File: config.mk
export PLATFORM = sky130hd
export DESIGN_NAME = alu_issue_ctrl_flat
export DESIGN_NICKNAME = d
export VERILOG_FILES = /design/src/rtl/alu_issue_ctrl_pkg.sv /design/src/rtl/alu_issue_ctrl_if.sv /design/src/rtl/alu_issue_ctrl_sat_counter.sv /design/src/rtl/alu_issue_ctrl.sv /design/src/flat_wrapper.sv
export SDC_FILE = /design/constraint.sdc
export NUM_CORES = 1
export LEC_CHECK = 0
export CAP_MARGIN = 20
export CORE_ASPECT_RATIO = 1.25
export CORE_UTILIZATION = 45
export DETAILED_ROUTE_END_ITERATION = 16
export DONT_BUFFER_PORTS = 1
export PLACE_DENSITY = 0.67
export SYNTH_ARGS = -nofsm -noshare
export SYNTH_HDL_FRONTEND = slang
export SYNTH_HIERARCHICAL = 1
export SYNTH_SLANG_ARGS = --single-unit
File: constraint.sdc
create_clock -name clk -period 6.07 [get_ports clk]
set_clock_uncertainty 0.15 [all_clocks]
set_input_delay 1.214 -clock clk [delete_from_list [all_inputs] [get_ports clk]]
set_output_delay 1.214 -clock clk [all_outputs]
set_load 0.05 [all_outputs]
File: src/rtl/alu_issue_ctrl_pkg.sv
// Shared types and constants for the ALU issue controller.
package alu_issue_ctrl_pkg;

  localparam int unsigned SelW = 3;

  typedef enum logic [1:0] {
    StIdle,
    StDrive,
    StHold
  } state_e;

endpackage

File: src/rtl/alu_issue_ctrl_if.sv
// Request, ALU and response signal bundle between the issue controller and its environment.
interface alu_issue_ctrl_if #(
  parameter int unsigned WIDTH = 8
);
  import alu_issue_ctrl_pkg::*;

  logic             req_valid;
  logic             req_ready;
  logic [WIDTH-1:0] req_a;
  logic [WIDTH-1:0] req_b;
  logic [SelW-1:0]  req_sel;

  logic [WIDTH-1:0] alu_a;
  logic [WIDTH-1:0] alu_b;
  logic [SelW-1:0]  alu_sel;
  logic [WIDTH-1:0] alu_out;
  logic             alu_zero;

  logic             rsp_valid;
  logic             rsp_ready;
  logic [WIDTH-1:0] rsp_data;
  logic             rsp_zero;
  logic [SelW-1:0]  rsp_sel;

  // Controller side.
  modport slave (
    input  req_valid, req_a, req_b, req_sel, alu_out, alu_zero, rsp_ready,
    output req_ready, alu_a, alu_b, alu_sel, rsp_valid, rsp_data, rsp_zero, rsp_sel
  );

  // Requester / ALU / consumer side.
  modport master (
    output req_valid, req_a, req_b, req_sel, alu_out, alu_zero, rsp_ready,
    input  req_ready, alu_a, alu_b, alu_sel, rsp_valid, rsp_data, rsp_zero, rsp_sel
  );

endinterface

File: src/rtl/alu_issue_ctrl_sat_counter.sv
// Saturating up-counter with synchronous active-low clear.
module sat_counter #(
  parameter int unsigned CNT_W = 16
) (
  input  logic             clk,
  input  logic             rst_n,
  input  logic             inc,
  output logic [CNT_W-1:0] count
);

  logic [CNT_W-1:0] count_q, count_d;

  always_comb begin
    count_d = count_q;
    if (inc && (count_q != '1)) begin
      count_d = count_q + {{(CNT_W-1){1'b0}}, 1'b1};
    end
  end

  always_ff @(posedge clk) begin
    if (!rst_n) begin
      count_q <= '0;
    end else begin
      count_q <= count_d;
    end
  end

  assign count = count_q;

endmodule

File: src/rtl/alu_issue_ctrl.sv
// Issues one operation at a time to an external ALU, captures its result and holds it
// until the consumer takes it; counts completed and zero-result operations.
module alu_issue_ctrl
  import alu_issue_ctrl_pkg::*;
#(
  parameter int unsigned WIDTH = 8,
  parameter int unsigned CNT_W = 16
) (
  input  logic              clk,
  input  logic              rst_n,
  alu_issue_ctrl_if.slave   bus,
  output logic [CNT_W-1:0]  op_count,
  output logic [CNT_W-1:0]  zero_count,
  output logic              busy
);

  state_e           state_q, state_d;
  logic [WIDTH-1:0] alu_a_q, alu_a_d;
  logic [WIDTH-1:0] alu_b_q, alu_b_d;
  logic [SelW-1:0]  alu_sel_q, alu_sel_d;
  logic [WIDTH-1:0] rsp_data_q, rsp_data_d;
  logic             rsp_zero_q, rsp_zero_d;
  logic [SelW-1:0]  rsp_sel_q, rsp_sel_d;
  logic             rsp_valid_q, rsp_valid_d;
  logic             rsp_hs;

  always_comb begin
    state_d     = state_q;
    alu_a_d     = alu_a_q;
    alu_b_d     = alu_b_q;
    alu_sel_d   = alu_sel_q;
    rsp_data_d  = rsp_data_q;
    rsp_zero_d  = rsp_zero_q;
    rsp_sel_d   = rsp_sel_q;
    rsp_valid_d = rsp_valid_q;
    unique case (state_q)
      StIdle: begin
        if (bus.req_valid) begin
          alu_a_d   = bus.req_a;
          alu_b_d   = bus.req_b;
          alu_sel_d = bus.req_sel;
          state_d   = StDrive;
        end
      end
      // Operands have been on the ALU for a full cycle; its result is settled here.
      StDrive: begin
        rsp_data_d  = bus.alu_out;
        rsp_zero_d  = bus.alu_zero;
        rsp_sel_d   = alu_sel_q;
        rsp_valid_d = 1'b1;
        state_d     = StHold;
      end
      StHold: begin
        if (bus.rsp_ready) begin
          rsp_valid_d = 1'b0;
          state_d     = StIdle;
        end
      end
      default: state_d = StIdle;
    endcase
  end

  always_ff @(posedge clk) begin
    if (!rst_n) begin
      state_q     <= StIdle;
      alu_a_q     <= '0;
      alu_b_q     <= '0;
      alu_sel_q   <= '0;
      rsp_data_q  <= '0;
      rsp_zero_q  <= 1'b0;
      rsp_sel_q   <= '0;
      rsp_valid_q <= 1'b0;
    end else begin
      state_q     <= state_d;
      alu_a_q     <= alu_a_d;
      alu_b_q     <= alu_b_d;
      alu_sel_q   <= alu_sel_d;
      rsp_data_q  <= rsp_data_d;
      rsp_zero_q  <= rsp_zero_d;
      rsp_sel_q   <= rsp_sel_d;
      rsp_valid_q <= rsp_valid_d;
    end
  end

  assign rsp_hs = (state_q == StHold) && bus.rsp_ready;

  sat_counter #(
    .CNT_W (CNT_W)
  ) u_op_cnt (
    .clk   (clk),
    .rst_n (rst_n),
    .inc   (rsp_hs),
    .count (op_count)
  );

  sat_counter #(
    .CNT_W (CNT_W)
  ) u_zero_cnt (
    .clk   (clk),
    .rst_n (rst_n),
    .inc   (rsp_hs && rsp_zero_q),
    .count (zero_count)
  );

  assign bus.req_ready = (state_q == StIdle);
  assign bus.alu_a     = alu_a_q;
  assign bus.alu_b     = alu_b_q;
  assign bus.alu_sel   = alu_sel_q;
  assign bus.rsp_valid = rsp_valid_q;
  assign bus.rsp_data  = rsp_data_q;
  assign bus.rsp_zero  = rsp_zero_q;
  assign bus.rsp_sel   = rsp_sel_q;
  assign busy          = (state_q != StIdle);

endmodule

File: src/flat_wrapper.sv
// flat-port wrapper written by rule: the top's interface ports become plain ports
module alu_issue_ctrl_flat import alu_issue_ctrl_pkg::*;
#(
  parameter int unsigned WIDTH = 8,
  parameter int unsigned CNT_W = 16
)
  (clk, rst_n, op_count, zero_count, busy, bus_req_valid, bus_req_a, bus_req_b, bus_req_sel, bus_alu_out, bus_alu_zero, bus_rsp_ready, bus_req_ready, bus_alu_a, bus_alu_b, bus_alu_sel, bus_rsp_valid, bus_rsp_data, bus_rsp_zero, bus_rsp_sel);
  alu_issue_ctrl_if #(.WIDTH(WIDTH)) bus_i ();
  input  logic clk;
  input  logic rst_n;
  output logic [CNT_W-1:0] op_count;
  output logic [CNT_W-1:0] zero_count;
  output logic busy;
  input wire logic [$bits(bus_i.req_valid)-1:0] bus_req_valid;
  input wire logic [$bits(bus_i.req_a)-1:0] bus_req_a;
  input wire logic [$bits(bus_i.req_b)-1:0] bus_req_b;
  input wire logic [$bits(bus_i.req_sel)-1:0] bus_req_sel;
  input wire logic [$bits(bus_i.alu_out)-1:0] bus_alu_out;
  input wire logic [$bits(bus_i.alu_zero)-1:0] bus_alu_zero;
  input wire logic [$bits(bus_i.rsp_ready)-1:0] bus_rsp_ready;
  output wire logic [$bits(bus_i.req_ready)-1:0] bus_req_ready;
  output wire logic [$bits(bus_i.alu_a)-1:0] bus_alu_a;
  output wire logic [$bits(bus_i.alu_b)-1:0] bus_alu_b;
  output wire logic [$bits(bus_i.alu_sel)-1:0] bus_alu_sel;
  output wire logic [$bits(bus_i.rsp_valid)-1:0] bus_rsp_valid;
  output wire logic [$bits(bus_i.rsp_data)-1:0] bus_rsp_data;
  output wire logic [$bits(bus_i.rsp_zero)-1:0] bus_rsp_zero;
  output wire logic [$bits(bus_i.rsp_sel)-1:0] bus_rsp_sel;
  assign bus_i.req_valid = bus_req_valid;
  assign bus_i.req_a = bus_req_a;
  assign bus_i.req_b = bus_req_b;
  assign bus_i.req_sel = bus_req_sel;
  assign bus_i.alu_out = bus_alu_out;
  assign bus_i.alu_zero = bus_alu_zero;
  assign bus_i.rsp_ready = bus_rsp_ready;
  assign bus_req_ready = bus_i.req_ready;
  assign bus_alu_a = bus_i.alu_a;
  assign bus_alu_b = bus_i.alu_b;
  assign bus_alu_sel = bus_i.alu_sel;
  assign bus_rsp_valid = bus_i.rsp_valid;
  assign bus_rsp_data = bus_i.rsp_data;
  assign bus_rsp_zero = bus_i.rsp_zero;
  assign bus_rsp_sel = bus_i.rsp_sel;
  alu_issue_ctrl #(.WIDTH(WIDTH), .CNT_W(CNT_W)) u_core (.clk(clk), .rst_n(rst_n), .bus(bus_i), .op_count(op_count), .zero_count(zero_count), .busy(busy));
endmodule
==> reports/qor.csv, run 1 <==
stage,metric,value,unit
critical_path,"Cell Chain, Critical Path",nor3b_1 > and2_1 > nand2_1 > or4_1 > a21oi_1,
critical_path,CP Capture Type,flop,
global_route,met2 Resource Use GR,32.43,%
logic_synthesis,synth warn,6,
die,Die X,74.46,µm
logic_synthesis,mapped cell area,2953,µm²
placement,dpl cell area,2984,µm²
logic_synthesis,most area-hungry cell type in the Yosys netlist,dfxtp_1,
route,Detailed Route WL,6547,µm
global_route,largest net degree at the start of global routing,66,
critical_path,crit path buf inv count,0,
hold_path,hold worst-path end,u_core/bus.rsp_valid,
finish,# fillers,599,
clocking,htree depth,3,
critical_path,CP Class,input pin to flop,
critical_path,reg2reg end,u_core/u_zero_cnt/count[9],
global_route,GR peak layer,met2,
clocking,Sink Count,66,
finish,# nets final,380,
die,# rows,32,
hold_path,Hold Path Stages,2,
critical_path,Reg2Reg Depth,6,
pwr,PD cells,292.6,nW/µm²
global_route,vias in the first global route,2247,
die,Die Y-Extent,92.57,µm
critical_path,r2r setup slk,3.30,ns
die,Initial Util,47.28,%
logic_synthesis,Async SR Flop Fraction,0,%
clocking,setup bufs post-CTS,0,
finish,# diodes,0,
hold_path,Hold Startpoint,u_core/state_q[0],
finish,share of layout cells above drive strength 1,7.407,%
timing,setup ws final,2.980,ns
logic_synthesis,library cells used by synthesis,39,
hold_path,Min-Delay Path Class,flop to flop,
clocking,worst-skew pair later-pin latency,0.33,ns
clocking,CTS max path bufs,2,
die,IO Pins,98,
placement,Setup WS pre-CTS,2.669,ns
clocking,Clock Pin Slew Worst Setup and Hold Paths,0.08,ns
route,Detail Route Antenna Nets,0,
placement,Final HPWL DP,4474,µm
timing,Final min period,3.090,ns
global_route,GR Overflow Total,0,
outcome,status,finished clean,
timing,"Hold Violations, Final",0,
logic_synthesis,Yosys reg bits,66,
finish,Non-Filler Instances,436,
critical_path,worst reg2reg path startpoint,u_core/state_q[1],
flow_run,# Max-Cap Violations,0,
finish,Area Growth Syn to Fin,9.237,%
global_route,met1 Use GR,21.90,%
route,DRC,0,
logic_synthesis,post-synthesis sequential area ratio,44.75,%
critical_path,Worst Setup Start Kind,input pin,
placement,gp weighted congestion,0.7803,
placement,cell count after placement,418,
placement,Port Buf Inserts,0,
global_route,first-pass GRT wire length,10340,µm
critical_path,WP data required,6.18,ns
timing,Slew @ Worst Pin,0.8636,ns
timing,period utilization,50.91,%
clocking,CTS tree,yes,
logic_synthesis,most frequent cell after synthesis,dfxtp_1,
route,initial DRC count,171,
logic_synthesis,Synth Flop Type,dfxtp_1,
critical_path,Worst Path Max Fanout,10,
timing,sum of negative setup slack,0,ns
critical_path,slowest CP cell,nor3b_1,
logic_synthesis,Synthesized Nets,382,
clocking,clock root cell,clkbuf_8,
route,per-cell routed wire length,15.02,µm
route,vias per cell,5.784,
critical_path,Crit path max-delay family,simple AND/OR/NAND/NOR gates,
timing,final count of pins violating max slew,0,
timing,minimum hold slack,0.4842,ns
logic_synthesis,Syn Inst Count,348,
global_route,met3 Use GR,6.202,%
logic_synthesis,Post-synth top cells,"66 x dfxtp_1, 64 x nand2_1, 31 x nand3_1, 28 x o21ai_0, 19 x a21oi_1",
finish,area of the multi-input gates,1511,µm²
logic_synthesis,Post-synth EDFFs,0,
die,total die area,6892,µm²
logic_synthesis,syn_area_per_cell,8.485,µm²
die,core area,6246,µm²
clocking,cts bufs inserted,9,
logic_synthesis,post-synth top area share,44.75,%
finish,Reg area,1321,µm²
logic_synthesis,ranking of synthesized cells by area,"dfxtp_1 45%, nand2_1 8.1%, nand3_1 5.3%",
pwr,Leak,1.043,nW
route,DR vias,2522,
global_route,GRT Overall Usage,19.56,%
route,drt pass-1 iters,5,
timing,RSZ-0062 raised after global routing,false,
critical_path,worst stage delay on the critical path,0.69,ns
global_route,antenna violations before repair,0,
timing,Slew HR,42.30,%
timing,Fmax,323.6,MHz
timing,Setup Viol. Count Final,0,
critical_path,crit path DAT,3.20,ns
pwr,VDD IR max,0.0001764,V
finish,post-route cell area,3226,µm²
clocking,PostCTS Resize Cnt,0,
clocking,CTS Hold Bufs,0,
[stage by stage]
stage	power, mW	util, %
final	0.9439	51.64
after global routing	0.9790	51.64
after CTS	0.9540	51.28
after detailed placement	0.5474	47.78
after global placement	0.5458	47.78
after floorplan	0.5459	-
[cell families after synthesis]
family	Yosys count	share of synthesized area [%]
buf+inv	26	4.280
xor+xnor	4	1.187
mux	6	2.034
flops	66	44.75
simple gates	166	30.72
compound gates	78	16.19
fa+ha+maj	2	0.8473
[power breakdown]
| part | total [mW] | leakage, nW | internal, mW | switching, mW |
|---|---|---|---|---|
| clock | 0.405 | 0.109 | 0.241 | 0.164 |
| combinational | 0.0369 | 0.398 | 0.0127 | 0.0243 |
| sequential | 0.502 | 0.536 | 0.446 | 0.0552 |
| total | 0.944 | 1.04 | 0.701 | 0.243 |
[sequential cells by signal, summed over array words and instances, names as in the netlist]
register                 flops
u_core/u_op_cnt/count       16
u_core/u_zero_cnt/count     16
u_core/bus.alu_a             8
u_core/bus.alu_b             8
u_core/bus.rsp_data          8
u_core/bus.alu_sel           3
u_core/bus.rsp_sel           3
u_core/state_q               2
u_core/bus.rsp_valid         1
u_core/bus.rsp_zero          1
[worst max-delay path by stage]
stage                             start                         end  slack, ns  cells past startpoint
after floorplan           bus_rsp_ready  u_core/u_zero_cnt/count[9]       3.08                      5
after global placement    bus_rsp_ready  u_core/u_zero_cnt/count[9]       2.73                      5
after detailed placement  bus_rsp_ready  u_core/u_zero_cnt/count[9]       2.67                      5
after CTS                 bus_rsp_ready  u_core/u_zero_cnt/count[9]       3.01                      5
after global routing      bus_rsp_ready  u_core/u_zero_cnt/count[9]       2.85                      5
final                     bus_rsp_ready  u_core/u_zero_cnt/count[9]       2.98                      5
[area by class of cell]
type / count / area share, %
tap: 85 / 3.297
inverter: 10 / 1.164
sequential: 66 / 40.96
clock buffer: 11 / 4.383
clock inverter: 5 / 2.405
timing repair buffer: 3 / 0.9310
multi-input combinational: 256 / 46.86
[metal layers]
layer | vias up | routed length [µm]
li1 | 1262 | -
met1 | 1169 | 2744
met2 | 85 | 3234
met3 | 6 | 510
met4 | 0 | 58
met5 | - | 0
[layout by cell type, fill, tap and decap left out, types with 6 or more instances in the layout]
cell	n
inv_1	10
nand3_1	31
nand2_1	64
nor4_1	6
o31ai_1	10
or4_1	10
clkbuf_8	10
nor2_1	11
o21ai_0	28
a21boi_0	12
dfxtp_1	66
nand4_1	6
a21oi_1	19
and4_1	6
mux2i_1	6
[worst min-delay path, delay by kind of cell, from the launching register on]
kind               cells  cell delay [ns]
and+or+nand+nor        1             0.06
AOI/OAI and AO/OA      1             0.15
DFF                    1             0.39
No activity file was read; power rests on OpenSTA's default activity.
==> run 2: changes to the inputs <==
Clock period 6.07 ns to 3.1 ns, I/O delays scaled along.
==> run 2 against run 1 <==
Global-route usage increased by 1.3 points. Cell area increased by 4.0%. Clock power increased by 84%. Total power increased by 91%. Clock-buffer cell count increased by 2. Flip-flop and latch count unchanged. Sequential share of layout area decreased by 1.6 points. Non-clock buffer count increased by 20. Via count increased by 2.2%. Worst setup slack got worse by 2.4 ns. Critical path type is now flop to flop. Highest routed layer unchanged.
==> reports/qor.csv, run 2 (synthesized netlist as in run 1, its figures left out) <==
stage,metric,value,unit,change
finish,"commonest cells after routing, fill and taps aside","66 x dfxtp_1, 64 x nand2_1, 31 x nand3_1",,
pwr,PD cells,536.3,nW/µm²,+83%
finish,Reg area,1321,µm²,unchanged
clocking,cts bufs inserted,9,,unchanged
clocking,htree depth,3,,unchanged
finish,Area Growth Syn to Fin,13.56,%,
clocking,CTS max path bufs,2,,unchanged
placement,Final HPWL DP,4599,µm,+2.8%
timing,sum of negative setup slack,0,ns,unchanged
pwr,switching fraction of total power,26.03,%,+0.24 points
critical_path,WP data required,3.20,ns,-2.98 ns
pwr,Leak,1.146,nW,+9.9%
finish,share of layout cells above drive strength 1,12.16,%,+4.8 points
die,Die X,74.46,µm,unchanged
route,per-cell routed wire length,14.85,µm,-1.1%
critical_path,slowest CP cell,dfxtp_1,,
die,total die area,6892,µm²,unchanged
clocking,worst-skew pair later-pin latency,0.34,ns,about the same
global_route,antenna violations before repair,0,,unchanged
route,initial DRC count,185,,+8.2%
placement,gp weighted congestion,0.7923,,+1.5%
timing,period utilization,80.95,%,
global_route,GR Overflow Total,0,,unchanged
critical_path,Worst Setup Start Kind,flop,,
placement,Port Buf Inserts,0,,unchanged
critical_path,CP Capture Type,flop,,
global_route,first-pass GRT wire length,11050,µm,+6.8%
finish,area of the multi-input gates,1511,µm²,unchanged
outcome,status,finished clean,,
critical_path,Reg2Reg Depth,6,,unchanged
critical_path,"Cell Chain, Critical Path",ha_1 > nand3_1 > nor4_2 > buf_4 > o31ai_1 > a21oi_1,,
hold_path,Min-Delay Path Class,input pin to flop,,
flow_run,# Max-Cap Violations,0,,unchanged
clocking,PostCTS Resize Cnt,0,,unchanged
clocking,CTS tree,yes,,
clocking,CTS Hold Bufs,0,,unchanged
die,core area,6246,µm²,unchanged
pwr,Power Total,1.798,mW,+91%
clocking,setup bufs post-CTS,0,,unchanged
global_route,vias in the first global route,2447,,+8.9%
die,Die Y-Extent,92.57,µm,unchanged
timing,final count of pins violating max slew,0,,unchanged
global_route,GRT Overall Usage,20.87,%,+1.3 points
route,Detail Route Antenna Nets,0,,unchanged
pwr,register share of total power,54.6,%,+1.4 points
clocking,Sink Count,66,,unchanged
finish,"most common cell after layout, fill and taps aside",dfxtp_1,,
clocking,clock root cell,clkbuf_8,,
timing,Slew HR,51.76,%,+9.5 points
hold_path,Hold Path Stages,2,,unchanged
timing,RSZ-0062 raised after global routing,false,,
route,vias per cell,5.664,,-2.1%
route,DRC,0,,unchanged
critical_path,crit path DAT,2.61,ns,-0.59 ns
timing,Slew @ Worst Pin,0.7226,ns,-0.1410 ns
pwr,Clock power frac,41.5,%,-1.4 points
finish,# fillers,608,,+1.5%
hold_path,hold worst-path end,u_core/bus.alu_b[4],,
die,# rows,32,,unchanged
timing,"Hold Violations, Final",0,,unchanged
pwr,VDD IR max,0.0002926,V,+66%
die,IO Pins,98,,unchanged
critical_path,worst stage delay on the critical path,0.71,ns,+0.02 ns
die,Initial Util,47.28,%,unchanged
timing,Fmax,398.5,MHz,
finish,# nets final,400,,+5.3%
critical_path,Worst Path Max Fanout,11,,+1
clocking,Clock Pin Slew Worst Setup and Hold Paths,0.07,ns,about the same
route,Detailed Route WL,6759,µm,+3.2%
critical_path,CP Class,flop to flop,,
finish,# diodes,0,,unchanged
route,DR vias,2577,,+2.2%
pwr,sw power,468.1,µW,+92%
hold_path,Hold Startpoint,bus_req_b[4],,
critical_path,reg2reg end,u_core/u_zero_cnt/count[13],,
pwr,Comb power frac,3.9,%,about the same
timing,Final min period,2.510,ns,
global_route,largest net degree at the start of global routing,66,,unchanged
critical_path,worst reg2reg path startpoint,u_core/u_zero_cnt/count[0],,
pwr,Pint,1.330,mW,+90%
timing,Setup Viol. Count Final,0,,unchanged
critical_path,r2r setup slk,0.59,ns,-2.71 ns
route,drt pass-1 iters,4,,-1
-- run 2: worst max-delay path by stage --
| stage | from | slack (ns) | cells past startpoint | end |
|---|---|---|---|---|
| 2_1_floorplan | bus_rsp_ready | 0.70 | 5 | u_core/u_zero_cnt/count[9] |
| 3_3_place_gp | bus_rsp_ready | 0.73 | 5 | u_core/u_zero_cnt/count[9] |
| 3_5_place_dp | bus_rsp_ready | 0.68 | 5 | u_core/u_zero_cnt/count[7] |
| 4_1_cts | u_core/state_q[1] | 0.62 | 6 | u_core/u_zero_cnt/count[13] |
| 5_1_grt | u_core/state_q[1] | 0.46 | 6 | u_core/u_zero_cnt/count[13] |
| 6_report | u_core/u_zero_cnt/count[0] | 0.59 | 6 | u_core/u_zero_cnt/count[13] |
-- run 2: layer usage --
metal  vias up  wire length [µm]  part of all wire, %  track usage (%)
li1       1294                 -                    -                -
met1      1187              2855                   42            23.59
met2        82              3211                   48            34.16
met3        14               543                  8.0            6.855
met4         0               148                  2.2            10.85
met5         -                 0                    0                0
-- run 2: final cells by class --
cell class / count / area share, %
Clock inverter: 2 / 1.045
Timing Repair Buffer: 23 / 5.149
Inverter: 10 / 1.119
Tap cell: 85 / 3.172
Sequential cell: 66 / 39.40
Multi-Input combinational cell: 256 / 45.07
Clock buffer: 13 / 5.037
-- run 2: worst max-delay path, delay by kind of cell, from the launching register on --
family          cells  cell delay, ns
compound gates      2            0.30
fa+ha+maj           1            0.35
buf+inv             1            0.28
flops               1            0.71
simple gates        2            0.64
-- run 2: stage by stage --
| step | instances | utilization [%] | area, µm² | hold slack (ns) | setup slack [ns] |
|---|---|---|---|---|---|
| 2_1_floorplan | 348 | - | 2953 | 0.3975 | 0.6995 |
| 3_3_place_gp | 440 | 50.42 | 3149 | 0.4263 | 0.7344 |
| 3_5_place_dp | 440 | 50.42 | 3149 | 0.4419 | 0.6844 |
| 4_1_cts | 455 | 53.69 | 3353 | 0.2491 | 0.6202 |
| 5_1_grt | 455 | 53.69 | 3353 | 0.2521 | 0.4558 |
| 6_report | 455 | 53.69 | 3353 | 0.2629 | 0.5904 |
-- run 2: power groups by stage --
stage          Clock (mW)  Combinational (mW)  Sequential (mW)
2_1_floorplan           0              0.0737            0.995
3_3_place_gp            0              0.0690             1.00
3_5_place_dp            0              0.0721             1.00
4_1_cts             0.769              0.0718            0.982
5_1_grt             0.803              0.0801            0.985
6_report            0.746              0.0703            0.982
==> run 3: changes to the inputs <==
Clock period 3.1 ns to 2.4 ns, I/O delays scaled along.
==> run 3 against run 2 <==
Hold slack got worse by 0.13 ns. Cell area rose by 4.5%. Worst setup slack got worse by 0.42 ns. Largest cell class unchanged. Clock power rose by 39%. Non-clock buffer count rose by 18. Clock-buffer cell count did not move. Routed wire length barely moved. Utilization rose by 2.4 points. Sequential share of layout area fell by 1.7 points. Combinational power rose by 51%.
==> reports/qor.csv, run 3 (synthesized netlist as in run 1, its figures left out) <==
stage,metric,value,unit,change
flow_run,# Max-Cap Violations,0,,unchanged
pwr,Comb power frac,4.4,%,+0.5 points
outcome,status,finished clean,,
clocking,CTS tree,yes,,
timing,"Hold Violations, Final",0,,unchanged
route,per-cell routed wire length,14.30,µm,-3.7%
die,Die Y-Extent,92.57,µm,unchanged
global_route,vias in the first global route,2481,,+1.4%
global_route,GR Overflow Total,0,,unchanged
timing,period utilization,92.82,%,
clocking,CTS Hold Bufs,0,,unchanged
timing,Slew HR,61.22,%,+9.5 points
timing,Final min period,2.228,ns,
clocking,htree depth,3,,unchanged
finish,# nets final,418,,+4.5%
critical_path,Reg2Reg Depth,6,,unchanged
route,Detailed Route WL,6765,µm,about the same
timing,setup ws final,0.1722,ns,-0.4182 ns
global_route,GRT Overall Usage,20.25,%,-0.63 points
clocking,setup bufs post-CTS,0,,unchanged
route,DR vias,2636,,+2.3%
die,IO Pins,98,,unchanged
critical_path,Worst Setup Start Kind,flop,,
clocking,clock root cell,clkbuf_8,,
clocking,worst-skew pair later-pin latency,0.33,ns,about the same
pwr,Leak,1.248,nW,+8.9%
die,Initial Util,47.28,%,unchanged
hold_path,Hold Startpoint,bus_req_a[7],,
timing,Setup Viol. Count Final,0,,unchanged
timing,Fmax,448.9,MHz,
critical_path,reg2reg end,u_core/u_zero_cnt/count[9],,
timing,sum of negative setup slack,0,ns,unchanged
pwr,register share of total power,52.4,%,-2.2 points
clocking,Clock Pin Slew Worst Setup and Hold Paths,0.07,ns,about the same
critical_path,CP Class,flop to output pin,,
finish,"most common cell after layout, fill and taps aside",dfxtp_1,,
global_route,largest net degree at the start of global routing,66,,unchanged
global_route,first-pass GRT wire length,10830,µm,-1.9%
pwr,Clock power frac,43.2,%,+1.7 points
route,DRC,0,,unchanged
route,initial DRC count,135,,-27%
critical_path,crit path DAT,1.60,ns,-1.01 ns
placement,gp weighted congestion,0.7601,,-4.1%
die,total die area,6892,µm²,unchanged
clocking,PostCTS Resize Cnt,0,,unchanged
finish,"commonest cells after routing, fill and taps aside","66 x dfxtp_1, 64 x nand2_1, 41 x buf_4",,
die,# rows,32,,unchanged
route,drt pass-1 iters,4,,unchanged
route,vias per cell,5.573,,-1.6%
critical_path,CP Capture Type,output pin,,
clocking,CTS max path bufs,2,,unchanged
hold_path,hold worst-path end,u_core/bus.alu_a[7],,
finish,post-layout util,56.09,%,+2.4 points
hold_path,Min-Delay Path Class,input pin to flop,,
pwr,VDD IR max,0.0003508,V,+20%
timing,Slew @ Worst Pin,0.5742,ns,-0.1484 ns
placement,Port Buf Inserts,0,,unchanged
pwr,Pint,1.802,mW,+35%
hold_path,Hold Path Stages,2,,unchanged
clocking,Sink Count,66,,unchanged
critical_path,WP data required,1.77,ns,-1.43 ns
critical_path,Worst Path Max Fanout,6,,-5
die,Die X,74.46,µm,unchanged
critical_path,worst reg2reg path startpoint,u_core/state_q[1],,
timing,final count of pins violating max slew,0,,unchanged
finish,Area Growth Syn to Fin,18.64,%,
pwr,PD cells,685.8,nW/µm²,+28%
placement,Final HPWL DP,4740,µm,+3.1%
pwr,switching fraction of total power,24.99,%,-1.0 points
finish,# diodes,0,,unchanged
finish,post-route cell area,3503,µm²,+4.5%
timing,RSZ-0062 raised after global routing,false,,
placement,dpl cell area,3284,µm²,+4.3%
global_route,antenna violations before repair,0,,unchanged
placement,Setup WS pre-CTS,0.1545,ns,-0.5298 ns
die,core area,6246,µm²,unchanged
critical_path,r2r setup slk,0.25,ns,-0.34 ns
route,Detail Route Antenna Nets,0,,unchanged
pwr,sw power,600.4,µW,+28%
finish,share of layout cells above drive strength 1,15.98,%,+3.8 points
clocking,cts bufs inserted,9,,unchanged
-- run 3: power groups by stage --
stage / clock [mW] / combinational, mW / sequential [mW]
3_5_place_dp: 0 / 0.108 / 1.28
3_3_place_gp: 0 / 0.104 / 1.28
6_report: 1.04 / 0.106 / 1.26
2_1_floorplan: 0 / 0.0952 / 1.29
4_1_cts: 1.06 / 0.107 / 1.26
5_1_grt: 1.10 / 0.119 / 1.26
-- run 3: cell type report --
cell class / count / area, µm²
inverter: 10 / 37.54
clock buffer: 13 / 158.9
clock inverter: 2 / 60.06
fill: 588 / 2743
sequential: 66 / 1321
multi-input combinational: 256 / 1511
timing repair buffer: 41 / 307.8
tap: 85 / 106.4
-- run 3: critical path: stages, from the launching register on --
cell and delay, ns:
dfxtp_1 0.31, buf_4 0.15, or2_2 0.43, inv_1 0.37
-- run 3: layer usage --
metal	track usage, %	routed length [µm]	vias up
met5	0	0	-
met4	11.01	163	0
met3	5.985	495	16
met2	33.78	3221	77
met1	22.51	2885	1212
li1	-	-	1331
-- run 3: worst max path at each step --
stage / from / end / cells past startpoint
final: u_core/state_q[0] / bus_req_ready / 3
after floorplan: bus_rsp_ready / u_core/u_zero_cnt/count[9] / 5
after detailed placement: bus_rsp_ready / u_core/u_zero_cnt/count[13] / 5
after CTS: u_core/state_q[0] / bus_req_ready / 3
after global routing: u_core/state_q[1] / u_core/u_zero_cnt/count[9] / 6
after global placement: bus_rsp_ready / u_core/u_zero_cnt/count[9] / 5
-- run 3: per-stage QoR --
stage | instances | hold slack, ns | power [mW]
6_report | 473 | 0.1298 | 2.402
5_1_grt | 473 | 0.1117 | 2.480
4_1_cts | 473 | 0.1097 | 2.428
3_5_place_dp | 458 | 0.3640 | 1.392
3_3_place_gp | 458 | 0.3576 | 1.388
2_1_floorplan | 348 | 0.3975 | 1.381
